## src/rtl/wb_cmd_master.sv

```systemverilog
// wb_cmd_master: valid/ready command to Wishbone classic single-transfer master with sticky interrupt flag
module wb_cmd_master #(
  parameter int ADDR_W  = 8,
  parameter int DATA_W  = 32,
  parameter int TIMEOUT = 255
) (
  input  logic              clk,
  input  logic              rst_n,
  input  logic              cmd_valid,
  output logic              cmd_ready,
  input  logic              cmd_we,
  input  logic [ADDR_W-1:0] cmd_adr,
  input  logic [DATA_W-1:0] cmd_wdata,
  output logic              rsp_valid,
  input  logic              rsp_ready,
  output logic [DATA_W-1:0] rsp_rdata,
  output logic              rsp_err,
  output logic [ADDR_W-1:0] wb_adr,
  output logic [DATA_W-1:0] wb_dat_o,
  output logic              wb_we,
  output logic              wb_stb,
  output logic              wb_cyc,
  input  logic [DATA_W-1:0] wb_dat_i,
  input  logic              wb_ack,
  input  logic              wb_intr,
  output logic              intr_pending,
  input  logic              intr_clr
);
  typedef enum logic [1:0] {IDLE, BUS, RESP} state_t;
  state_t      state;
  logic [15:0] cnt;
  logic        intr_q;
  assign cmd_ready = state == IDLE;
  always_ff @(posedge clk or negedge rst_n) begin
    if (!rst_n) begin
      state        <= IDLE;
      cnt          <= '0;
      intr_q       <= 1'b0;
      intr_pending <= 1'b0;
      wb_cyc       <= 1'b0;
      wb_stb       <= 1'b0;
      wb_we        <= 1'b0;
      wb_adr       <= '0;
      wb_dat_o     <= '0;
      rsp_valid    <= 1'b0;
      rsp_err      <= 1'b0;
      rsp_rdata    <= '0;
    end else begin
      intr_q       <= wb_intr;
      intr_pending <= (wb_intr && !intr_q) ? 1'b1 : intr_clr ? 1'b0 : intr_pending;
      case (state)
        IDLE: if (cmd_valid) begin
          wb_we    <= cmd_we;
          wb_adr   <= cmd_adr;
          wb_dat_o <= cmd_wdata;
          wb_cyc   <= 1'b1;
          wb_stb   <= 1'b1;
          cnt      <= '0;
          state    <= BUS;
        end
        // ack is checked first so it wins over a coincident timeout
        BUS: if (wb_ack) begin
          wb_cyc    <= 1'b0;
          wb_stb    <= 1'b0;
          rsp_valid <= 1'b1;
          rsp_err   <= 1'b0;
          rsp_rdata <= wb_we ? '0 : wb_dat_i;
          state     <= RESP;
        end else begin
          cnt <= cnt + 16'd1;
          if (cnt == 16'(TIMEOUT - 1)) begin
            wb_cyc    <= 1'b0;
            wb_stb    <= 1'b0;
            rsp_valid <= 1'b1;
            rsp_err   <= 1'b1;
            rsp_rdata <= '0;
            state     <= RESP;
          end
        end
        RESP: if (rsp_ready) begin
          rsp_valid <= 1'b0;
          cnt       <= '0;
          state     <= IDLE;
        end
        default: state <= IDLE;
      endcase
    end
  end
endmodule

```

## config.mk

```make
export PLATFORM = sky130hd
export DESIGN_NAME = wb_cmd_master
export DESIGN_NICKNAME = d
export VERILOG_FILES = /design/src/rtl/wb_cmd_master.sv
export SDC_FILE = /design/constraint.sdc
export NUM_CORES = 1
export LEC_CHECK = 0
export ABC_AREA = 1
export CORE_MARGIN = 4
export CORE_UTILIZATION = 48
export DETAILED_ROUTE_END_ITERATION = 8
export PLACE_DENSITY = 0.9
export SLEW_MARGIN = 20
export SYNTH_ARGS = -nofsm -noshare
export SYNTH_HDL_FRONTEND = slang
export SYNTH_SLANG_ARGS = --single-unit
export TNS_END_PERCENT = 20
```

## constraint.sdc

```tcl
create_clock -name clk -period 2.3 [get_ports clk]
set_input_delay 0.46 -clock clk [delete_from_list [all_inputs] [get_ports clk]]
set_output_delay 0.46 -clock clk [all_outputs]
set_load 0.005 [all_outputs]
```

==> summary.txt <==
Status
  – Status: complete, no violations

Synthesis
  – Average size of a mapped cell: 7.769 µm²
  – Seq/Total Area, Yosys: 0.5492
  – Yosys cell types: 25
  – Synth Register Bits: 96
  – Area leader, netlist: dfrtp_1
  – Syn nets: 645
  – Post-synth top flop: dfrtp_1
  – Synthesized area: 4374 µm²
  – Warning count from the yosys run: 0
  – Synth area leaders: dfrtp_1 (55%), nand2_1 (21%), nand3_1 (5.5%)
  – Post-synthesis cell count: 563
  – Post-synth EDFFs: 0
  – Top cell type's share of synthesized area: 0.5492
  – FFs w/ async S/R, synth: 1.000

GRT
  – Total GRT Usage: 0.2242
  – First-pass GRT wire length: 18920 µm
  – GRT overflow: 0
  – Gr busiest metal: met2
  – GRT met2 Usage: 0.3725
  – Largest net degree at the start of global routing: 97
  – Vias in the first global route: 4120
  – Met1 GRT Util: 0.2721
  – Initial antenna violation count: 0
  – GRT met3 Usage: 0.08585

Pwr
  – Part of the power in the clock network: 0.149
  – P_leak: 3.164 nW
  – Cell Pwr Density: 1133 nW/µm²
  – Combinational fraction of design power: 0.453
  – VDD IR max: 0.0006560 V
  – Switching share of total power: 0.3542
  – Flop pwr share: 0.398
  – Internal: 4.559 mW
  – Net load switching power: 2.501 mW
  – Final Total Pwr: 7.059 mW

Worst hold path
  – Hold Path Class: input port to async pin

Clock tree
  – Post_cts resized: 0
  – Cts bufs inserted: 9
  – Clock transition at path regs: 0.10 ns
  – CTS max path bufs: 2
  – Total setup buffers inserted after CTS: 0
  – TritonCTS clock tree: built
  – Cts hold-fix bufs: 0
  – CTS H-tree depth: 3
  – Clk root buf: clkbuf_8
  – Worst-skew pair later-pin latency: 0.35 ns
  – Sink Count: 96

STA
  – Setup violators final: 0
  – RSZ-0062 raised after global routing: no
  – Slew margin rel.: 0.6018
  – Period utilization: 0.8802
  – Setup tns final: 0 ns
  – Slew Viols, Final: 0
  – Final hold violations: 0
  – Maximum clock frequency: 0.4939 GHz
  – Worst slew pin tran: 0.5973 ns
  – Fin crit period: 2.025 ns
  – Final setup skew: 0.01181 ns

Drt
  – DR iter-0 viols: 253
  – Antenna-violating nets left: 0
  – DRC: 0
  – Routed via count: 4096
  – Total Wirelength: 11590 µm
  – Mean routed wirelength per cell: 13.97 µm
  – Via-to-Cell Ratio: 4.935
  – Drt first pass iters: 4

Floorplanning
  – FP Rows: 34
  – Die Wd: 103.5 µm
  – Core area: 8806 µm²
  – Die Height: 103.5 µm
  – I/O pins: 159
  – Die area: 10700 µm²
  – Initial core utilization: 0.4967

Setup path
  – Slowest stage delay, CP: 0.57 ns
  – CP Class: register to output port
  – WP data required: 1.84 ns
  – Worst Path Arrival: 1.56 ns
  – CP endpoint kind: output port
  – Cells along the critical path: nor2_1, clkdlybuf4s50_1
  – Startpoint types: register
  – Slowest CP cell: clkdlybuf4s50_1
  – Maximum net fanout on the critical path: 5

Layout
  – Register Area: 2402 µm²
  – Area growth syn-to-layout: 42.48%
  – Number of diodes: 0
  – Multi-input logic area: 1630 µm²
  – FILL cells: 658
  – Fraction of layout cells with a size suffix above 1: 0.04709
  – Nets: 799

Placed design
  – IO buf count: 158
  – Post-DP HPWL: 8330 µm
  – Final Wtd Congestion: 0.8431

Run
  – Maximum capacitance violations: 0
## power groups by stage
stage	logic [mW]	registers (mW)	clock network (mW)
floorplan	1.24	2.83	0
global placement	3.13	2.80	0
detailed placement	3.22	2.82	0
CTS	3.24	2.81	1.08
global route	3.55	2.89	1.16
finish	3.20	2.81	1.05
## path summary, 6_finish.rpt
| kind | startpoint | end | slack (ns) | cells past startpoint |
|---|---|---|---|---|
| setup reg to reg | cnt[0] | rsp_rdata[0] | 0.59 | 9 |
| hold reg to reg | intr_q | intr_pending | 0.46 | 1 |
| min in group clk | intr_q | intr_pending | 0.46 | 1 |
| max in group asynchronous | rst_n | rsp_rdata[27] | 1.78 | 2 |
| setup / recovery | state[1] | cmd_ready | 0.28 | 2 |
| hold / removal | rst_n | wb_adr[7] | 0.12 | 2 |
## worst max-delay path: cells and delay by family, from the launching register on
family / cells / cell delay [ns]
buffers and inverters: 1 / 0.57
DFF: 1 / 0.45
and+or+nand+nor: 1 / 0.20
## layout make-up
| cell class | instances | area share |
|---|---|---|
| repair buffers | 167 | 0.2682 |
| clock inverters | 5 | 0.007227 |
| multi-input cells | 388 | 0.2616 |
| clock buffers | 11 | 0.02269 |
| well taps | 108 | 0.02168 |
| inverters | 55 | 0.03313 |
| flip-flops and latches | 96 | 0.3855 |
## per-stage QoR
step	util	instances	hold WS, ns	area, µm²	setup WS, ns
6_report	0.7077	830	0.1208	6232	0.2755
3_3_place_gp	0.6866	814	0.4247	6046	0.3388
5_1_grt	0.7077	830	0.1656	6232	0.2079
2_1_floorplan	-	563	0.1644	4374	0.9268
3_5_place_dp	0.6866	814	0.4459	6046	0.2485
4_1_cts	0.7077	830	0.1596	6232	0.2738
## state kept, by name, summed over array words and instances (netlist names)
register and flops:
wb_dat_o 32, state 2, wb_adr 8, wb_we 1, rsp_valid 1, cnt 16, rsp_err 1, wb_cyc 1
intr_pending 1, intr_q 1, rsp_rdata 32
## layer usage
| metal | wire (µm) | vias to the layer above |
|---|---|---|
| met3 | 1117 | 15 |
| li1 | - | 2016 |
| met5 | 0 | - |
| met2 | 5696 | 161 |
| met1 | 4606 | 1904 |
| met4 | 173 | 0 |
## cell usage after synthesis (all sizes together), types with 2 or more instances
cell type,count
inv,54
nand3,48
nor2,68
dfrtp,96
o21bai,2
nand2,242
a21oi,6
o21ai,6
clkbuf,9
ha,2
nand4,9
buf,15
## cell usage in the layout (no fill, tap or decap), types with 2 or more instances in the layout
cell and instances:
nand4_1 9, o21ai_0 6, o21bai_1 2, nand2_1 239, inv_6 2, buf_4 8, nor2_1 64, clkdlybuf4s50_1 157
clkbuf_8 10, nor2_2 2, ha_1 2, nand3_1 48, nand2_4 2, dfrtp_1 96, a21oi_1 6, nor2_4 2
buf_12 2, inv_1 53
## kinds of logic (layout without fill, tap and decap cells)
family | after synthesis | after routing | synth area share
AO/OA/AOI/OAI | 17 | 17 | 0.02203
buffers and inverters | 79 | 238 | 0.07923
adder cells (fa/ha/maj) | 2 | 2 | 0.005720
flip-flops | 96 | 96 | 0.5492
AND/OR/NAND/NOR | 369 | 369 | 0.3438
Note: power is estimated with default switching activity, not from simulation.
